[src/rtl/mem_arbiter.sv]
// mem_arbiter: shares one memory port between the CPU's instruction-fetch (I)
// side and its data-access (D) side.
//
// A winning request is latched into the mem_* registers at grant and held
// stable until mem_rdy, then rdy/data are returned to the owner for one cycle.
// Every transaction is followed by one IDLE cycle in which new requests are
// sampled.
//
// Parameters
//   PRIO_MODE : 0 = round-robin between I and D, 1 = D always wins contention
//   TIMEOUT   : busy cycles without mem_rdy before abort (0 = never)
//
// Ports
//   clock, reset                      : clock, synchronous active-high reset
//   icache_addr/req -> data/rdy       : fetch side
//   dcache_addr/wdata/ws/req/wr       : data side request
//   dcache_rdata/rdy                  : data side response
//   mem_addr/wdata/ws/req/wr          : registered memory request
//   mem_rdata/rdy                     : memory response
//   grant_d                           : D side currently owns the port
//   timeout_err                       : sticky, set on any timeout abort
module mem_arbiter #(
  parameter int PRIO_MODE = 0,
  parameter int TIMEOUT   = 0
) (
  input  logic        clock,
  input  logic        reset,
  input  logic [31:0] icache_addr,
  input  logic        icache_req,
  output logic [31:0] icache_data,
  output logic        icache_rdy,
  input  logic [31:0] dcache_addr,
  input  logic [31:0] dcache_wdata,
  input  logic [1:0]  dcache_ws,
  input  logic        dcache_req,
  input  logic        dcache_wr,
  output logic [31:0] dcache_rdata,
  output logic        dcache_rdy,
  output logic [31:0] mem_addr,
  output logic [31:0] mem_wdata,
  output logic [1:0]  mem_ws,
  output logic        mem_req,
  output logic        mem_wr,
  input  logic [31:0] mem_rdata,
  input  logic        mem_rdy,
  output logic        grant_d,
  output logic        timeout_err
);

  typedef enum logic [1:0] {IDLE, BUSY_I, BUSY_D} state_t;

  // Counter value at which the owner is aborted; unused when TIMEOUT == 0.
  localparam logic [15:0] TMO_LIM = 16'(TIMEOUT - 1);

  state_t      state, state_nxt;
  logic        last_d;     // last grant went to D
  logic [15:0] tmo_cnt;
  logic        busy, tmo_hit, done;
  logic        win_i, win_d;

  assign busy    = (state != IDLE);
  // mem_rdy in the limit cycle wins, so the abort requires mem_rdy == 0.
  assign tmo_hit = (TIMEOUT > 0) && busy && !mem_rdy && (tmo_cnt == TMO_LIM);
  assign done    = busy && (mem_rdy || tmo_hit);

  always_comb begin
    state_nxt = state;
    win_i     = 1'b0;
    win_d     = 1'b0;
    case (state)
      IDLE: begin
        if (icache_req && dcache_req) begin
          win_d = (PRIO_MODE == 1) ? 1'b1 : !last_d;
          win_i = !win_d;
        end else begin
          win_i = icache_req;
          win_d = dcache_req;
        end
        if (win_d)      state_nxt = BUSY_D;
        else if (win_i) state_nxt = BUSY_I;
      end
      BUSY_I, BUSY_D: if (done) state_nxt = IDLE;
      default: state_nxt = IDLE;
    endcase
  end

  always_ff @(posedge clock) begin
    if (reset) state <= IDLE;
    else       state <= state_nxt;
  end

  always_ff @(posedge clock) begin
    if (reset) begin
      mem_addr    <= '0;
      mem_wdata   <= '0;
      mem_ws      <= '0;
      mem_wr      <= 1'b0;
      mem_req     <= 1'b0;
      grant_d     <= 1'b0;
      timeout_err <= 1'b0;
      last_d      <= 1'b1;   // first contention goes to I
      tmo_cnt     <= '0;
    end else if (win_i || win_d) begin
      mem_addr  <= win_d ? dcache_addr  : icache_addr;
      mem_wdata <= win_d ? dcache_wdata : 32'h0;
      mem_ws    <= win_d ? dcache_ws    : 2'b00;
      mem_wr    <= win_d && dcache_wr;
      mem_req   <= 1'b1;
      grant_d   <= win_d;
      last_d    <= win_d;
      tmo_cnt   <= '0;
    end else if (done) begin
      mem_req <= 1'b0;
      grant_d <= 1'b0;
      if (tmo_hit) timeout_err <= 1'b1;
    end else if (busy && tmo_cnt != 16'hFFFF) begin
      tmo_cnt <= tmo_cnt + 16'd1;
    end
  end

  // Response path is a pass-through of memory data, zeroed on timeout abort.
  assign icache_rdy   = (state == BUSY_I) && (mem_rdy || tmo_hit);
  assign dcache_rdy   = (state == BUSY_D) && (mem_rdy || tmo_hit);
  assign icache_data  = tmo_hit ? 32'h0 : mem_rdata;
  assign dcache_rdata = tmo_hit ? 32'h0 : mem_rdata;

endmodule

[config.mk]
export PLATFORM = sky130hd
export DESIGN_NAME = mem_arbiter
export DESIGN_NICKNAME = d
export VERILOG_FILES = /design/src/rtl/mem_arbiter.sv
export SDC_FILE = /design/constraint.sdc
export NUM_CORES = 1
export LEC_CHECK = 0
export BUFFER_PORTS_ARGS = -buffer_cell sky130_fd_sc_hd__buf_2
export CORE_ASPECT_RATIO = 1.75
export CORE_MARGIN = 2
export CORE_UTILIZATION = 30
export CTS_BUF_LIST = sky130_fd_sc_hd__clkbuf_8
export DETAILED_ROUTE_END_ITERATION = 7
export PLACE_DENSITY = 0.7
export SYNTH_ARGS = -nofsm -noshare
export SYNTH_HDL_FRONTEND = slang
export SYNTH_SLANG_ARGS = --single-unit
[constraint.sdc]
create_clock -name clock -period 1.8 [get_ports clock]
set_clock_uncertainty 0.2 [all_clocks]
set_input_delay 0.18 -clock clock [delete_from_list [all_inputs] [get_ports clock]]
set_output_delay 0.18 -clock clock [all_outputs]
set_load 0.02 [all_outputs]
### Word level (Yosys, flattened, before mapping)

Index checks and enable logic that the tools add are counted.

* register bits: 72
* input port bits: 136
* output and inout bits: 136
* word-level logic and storage cells: 40

* equal/unequal tests: 4
* muxes and demuxes: 16
* reductions and logical operators: 12

Operators with widths (number)
* $mux 32: 2
* $mux 1: 9
* $mux 2: 4
* $logic_and 1x1->1: 5
* $pmux 2 s2: 1
* $reduce_bool 2->1: 2
* $ne 3x1->1 const B: 1
* $eq 2x1->1 const B: 1
* $eq 2x2->1 const B: 1
* $logic_not 2->1: 1
* $ne 2x2->1 const B: 1
* $reduce_and 2->1: 1
* $reduce_or 2->1: 1
* $logic_not 1->1: 1
* $logic_or 1x1->1: 1

### Depth between registers and ports, before layout

* depth in word-level cells: 6
* gate-level depth with buffers: 7
* gate-level depth less buffers: 5

### Worst setup path before layout

Ideal clock, no wire load.

* kind: register -> register
* start: reg state[0]
* end: reg mem_addr[2]
* setup time: 132 ps
* data arrival time: 1277 ps
* data required time: 1468 ps
* setup slack: 190 ps
* stages on the path, launching flop included: 7
* path buffers: 2
* period minus slack after synthesis: 1610 ps
* path through: dfxtp_1 > inv_1 > ha_1 > buf_2 > nand2b_1 > buf_1 > o32ai_1

* word-level cells in the longest chain between the ends: 3
* elaborated cells between the ends (all ways): 5
* classes of those cells: mux (3); reduce/logical (2)

Ends and longest elaborated chain
* start: declaration: line 55 `state_t state, state_nxt;`
* start signal: assignment: line 89 `else state <= state_nxt;`
* $logic_not 2->1 (*): line 70 `case (state)`
* $mux 1: line 70
* $mux 32 / $logic_or 1x1->1 (equally long branches): line 104, 103
* end signal: assignment: line 104 `mem_addr <= win_d ? dcache_addr : icache_addr;`
* end: declaration: line 39 `output logic [31:0] mem_addr,`

Mark *: on every way between the ends. The rest lies on a longest branch, timed or not.
A chain may end at the register's enable or synchronous reset.

### Worst setup path after layout

* start: reg state[0]
* end: out dcache_rdy

* word-level cells in the longest chain between the ends: 2

Ends and longest elaborated chain
* $eq 2x2->1: line 123 `assign dcache_rdy = (state == BUSY_D) && (mem_rdy || tmo_hit);`
* $logic_and 1x1->1: line 123
* end: declaration: line 38 `output logic dcache_rdy,`

Every way passes these cells.

==> results by stage <==
Run status:
- The run finished with clean final reports.

Setup path:
- The critical path runs through a total of 4 cells.
- On the worst path, the slowest cell contributes a delay of 370 ps.
- The library cell contributing the largest single delay on the critical path is sky130_fd_sc_hd__dfxtp_1.
- Along the worst path, the maximum fanout reaches 3.
- The count of buffering cells on the critical path with inverters included is 2.
- The start point of the critical path is state[0].
- Among cell families on the critical path, the largest total delay comes from flip-flops.
- Walking the worst path, the cells encountered are inv_1 > ha_1 > and2_1 > buf_2.
- The endpoint kind of the worst setup timing path is an output pin.
- The worst setup path is launched from a flop.
- The critical path is of the flop to output pin type.
- The data required time at the worst endpoint is 1420 ps.
- The startpoint identified for the worst register-to-register timing path is state[0].
- Counting cells, the worst reg-to-reg path comes to 5.
- STA puts the critical path data arrival time at between 1000 and 1500 ps.

Logic synthesis:
- The number of flip-flops and latches in the synthesized netlist is just over 70.
- The sequential fraction of the synthesis area is 43.1%.
- The net count after synthesis is roughly 490.
- In the synthesized netlist the dominant register cell turns out to be sky130_fd_sc_hd__dfxtp_1.
- The number of enable flip-flop cells after synthesis is 0.
- The count of mapped cells out of synthesis is between 300 and 400.
- The commonest cells after synthesis are 72 x sky130_fd_sc_hd__buf_4, 72 x sky130_fd_sc_hd__dfxtp_1, 61 x sky130_fd_sc_hd__a32oi_1, 35 x sky130_fd_sc_hd__nor2_1, 26 x sky130_fd_sc_hd__o2bb2ai_1.
- Synthesis instantiated 25 different standard cells from the library.
- In the synthesized netlist the async set-or-reset flop fraction comes to 0%.
- The library cell with the largest summed area after synthesis is sky130_fd_sc_hd__dfxtp_1.
- The mapped cell area is 3350 um2.
- After synthesis, the cell types taking the most area are sky130_fd_sc_hd__dfxtp_1 43%, sky130_fd_sc_hd__buf_4 16%, sky130_fd_sc_hd__a32oi_1 16%, sky130_fd_sc_hd__o2bb2ai_1 6.8%, sky130_fd_sc_hd__nor2_1 3.9%.
- The number of warnings printed during yosys synthesis is 0.
- The share of the synthesized area in the top cell type is 43.1%.
- The synthesized area per cell is 9.62 um2.

GRT:
- Entering global routing, the biggest net connects 44 pins.
- The first-pass GRT wire length is roughly 19 mm.
- Global routing used between 20% and 30% of the available tracks.
- Summed over all layers, the global routing overflow is 0.
- The initial antenna violation count is 0.
- The via count of the first global-routing pass was ~3600.

Route:
- The overall via count from detail_route is 3519.
- Dividing the detail-routed via count by the number of cells gives 5.22.
- The first detailed-routing pass ran for 4 iterations.
- The final routed wirelength across all metal layers is 13.0 mm.
- In the final routed layout, each cell accounts on average for 19.2 um.
- The post-route DRC violation count is 0.
- In this run the remaining antenna-violating nets after routing total 0.
- The first routing iteration left 128 violations.

Hold path:
- The worst hold path passes through 3 cells.
- The worst hold path class is input port to flop.
- In this run the most critical hold path is launched from icache_addr[4].

Floorplanning:
- The floorplan has 51 rows.
- The boundary pin count is 272.
- The core region is 11000 um2.
- The die is 83.8 um wide.
- The starting density of the core is 30.5%.
- The die is 144 um tall.
- The die covers 12100 um2.

Timing:
- The top achievable clock speed is 0.587 GHz.
- Final hold analysis gives a worst-case slack of between 20 and 30 ps.
- The number of endpoints with negative hold slack in the final report is 0.
- The minimum period implied by the final worst setup slack is 1700 ps.
- The final critical path takes up 94.6% of the cycle.
- The number of max-slew violations in the final report was 0.
- The number of failing setup endpoints in the final timing report is 0.
- In the final timing run, aggregate negative setup slack is 0 ps.
- Setup repair after global routing left no endpoint under its margin.

Pwr:
- For this design the ratio of total power to cell area is about 960 nW/um2.
- The leakage power summed over all cells is 2.25 nW.
- Across the VDD grid, the largest voltage drop is about 0.53 mV.

Flow run:
- Max-cap violations in this run came to 0.

CTS:
- Counting along the longest clock path gives a buffer depth of 2.
- The total CTS buffers is 9.
- After clock tree synthesis, the clock-pin slew on the worst setup and hold paths is 80 ps.
- TritonCTS built the clock tree.
- The clock root buffer master is sky130_fd_sc_hd__clkbuf_8.
- The clock net in this run drives a total of 72 sinks.
- The clock latency of the later-clocked register in the worst-skew pair is 350 ps.
- The total setup buffers inserted after CTS is 0.
- The maximum level of the CTS H-tree is 3.

Finish:
- Of the cells placed in the final design, the portion with a size suffix greater than 1 is 38.0%.
- The total area of multi-input combinational cells is about 1200 um2.
- The number of antenna cells inserted is 0.
- In the final layout, flip-flops and latches occupy ~1400 um2.
- The synthesis-to-finish area growth is 51.5%.
- For this run, the post-layout net count is 676.
- The number of fill cells in the layout is 1035.

Place:
- Routability-driven placement finished with a final weighted congestion of about 0.74.
- The quantity of I/O buffers inserted on ports is 174.
- The wire-length estimate of the detail-placed layout is 8.81 mm.
## worst reg2reg max path: cells and delay by family (launching register included)
family / cells / cell delay, ps
AOI/OAI and AO/OA: 2 / 430
buffers and inverters: 2 / 360
adders and majority gates: 1 / 230
DFF: 1 / 340
## worst paths after layout
kind	slack (ps)	endpoint
worst max register to register	140	mem_addr[4]
worst min register to register	250	mem_req
worst max-delay path	100	dcache_rdy
worst min-delay path	30	mem_addr[4]
## area by class of cell
| class | count | share of cell area (%) |
|---|---|---|
| clock buffer | 9 | 2.44 |
| clock inverter | 7 | 2.34 |
| inverter | 8 | 0.592 |
| multi-input combinational | 167 | 24.1 |
| sequential | 72 | 28.4 |
| tap | 132 | 3.26 |
| timing repair buffer | 279 | 38.8 |
## kinds of logic after synthesis
family	synth area share [%]
flip-flops	43.1
AO/OA/AOI/OAI	28.5
AND/OR/NAND/NOR	6.54
adder cells (fa/ha/maj)	1.12
buffers and inverters	20.7
other	0.112
## registers in the layout, summed over array words and instances (netlist names)
register,cells
mem_wr,1
mem_req,1
last_d,1
mem_ws,2
mem_wdata,32
mem_addr,32
state,2
grant_d,1
## stage by stage
stage	instances	util [%]	setup WS, ps	instance area (um2)	power [W]
after floorplan	348	-	190	3350	0.00286
after detailed placement	566	35.6	104	3900	0.00316
final	674	46.2	97.5	5070	0.00485
after CTS	673	46.1	59.1	5060	0.00489
after global routing	674	46.2	35.1	5070	0.00510
after global placement	566	35.6	196	3900	0.00313
## per-layer routing
metal | share of wire (%) | global-route usage, % | vias up
li1 | - | - | 1617
met1 | 32 | 18.2 | 1603
met2 | 50 | 35.6 | 220
met3 | 12 | 10.6 | 79
met4 | 6.1 | 12.8 | 0
met5 | 0 | 0 | -
## cells in the final DEF (no fill, tap or decap), types with 2 or more instances in the layout
| cell type | netlist | final |
|---|---|---|
| sky130_fd_sc_hd__buf_2 | 10 | 174 |
| sky130_fd_sc_hd__dlygate4sd3_1 | 0 | 92 |
| sky130_fd_sc_hd__dfxtp_1 | 72 | 72 |
| sky130_fd_sc_hd__a32oi_1 | 61 | 61 |
| sky130_fd_sc_hd__nor2_1 | 35 | 35 |
| sky130_fd_sc_hd__o2bb2ai_1 | 26 | 26 |
| sky130_fd_sc_hd__a21oi_1 | 11 | 11 |
| sky130_fd_sc_hd__inv_1 | 8 | 9 |
| sky130_fd_sc_hd__clkbuf_8 | 0 | 9 |
| sky130_fd_sc_hd__a22oi_1 | 6 | 6 |
| sky130_fd_sc_hd__o32ai_1 | 6 | 6 |
| sky130_fd_sc_hd__buf_4 | 72 | 6 |
| sky130_fd_sc_hd__buf_12 | 0 | 6 |
| sky130_fd_sc_hd__nand2b_1 | 4 | 4 |
| sky130_fd_sc_hd__nand2_1 | 3 | 3 |
| sky130_fd_sc_hd__bufinv_16 | 0 | 3 |
| sky130_fd_sc_hd__and2_1 | 2 | 2 |
| sky130_fd_sc_hd__o211ai_1 | 2 | 2 |
| sky130_fd_sc_hd__ha_1 | 3 | 2 |
## where the power goes
group | switching, W | internal (W)
clock | 0.000631 | 0.000923
sequential | 0.0000994 | 0.00177
combinational | 0.000808 | 0.000618
total | 0.00154 | 0.00331
## repair_timing
action | 4_1_cts | 5_1_grt
hold buffers | 91 | 1
gates resized for setup | 0 | 1
endpoints found under the setup margin | 0 | 2
hold endpoints to repair | 65 | 1
Power figures use the tool's default switching activity.
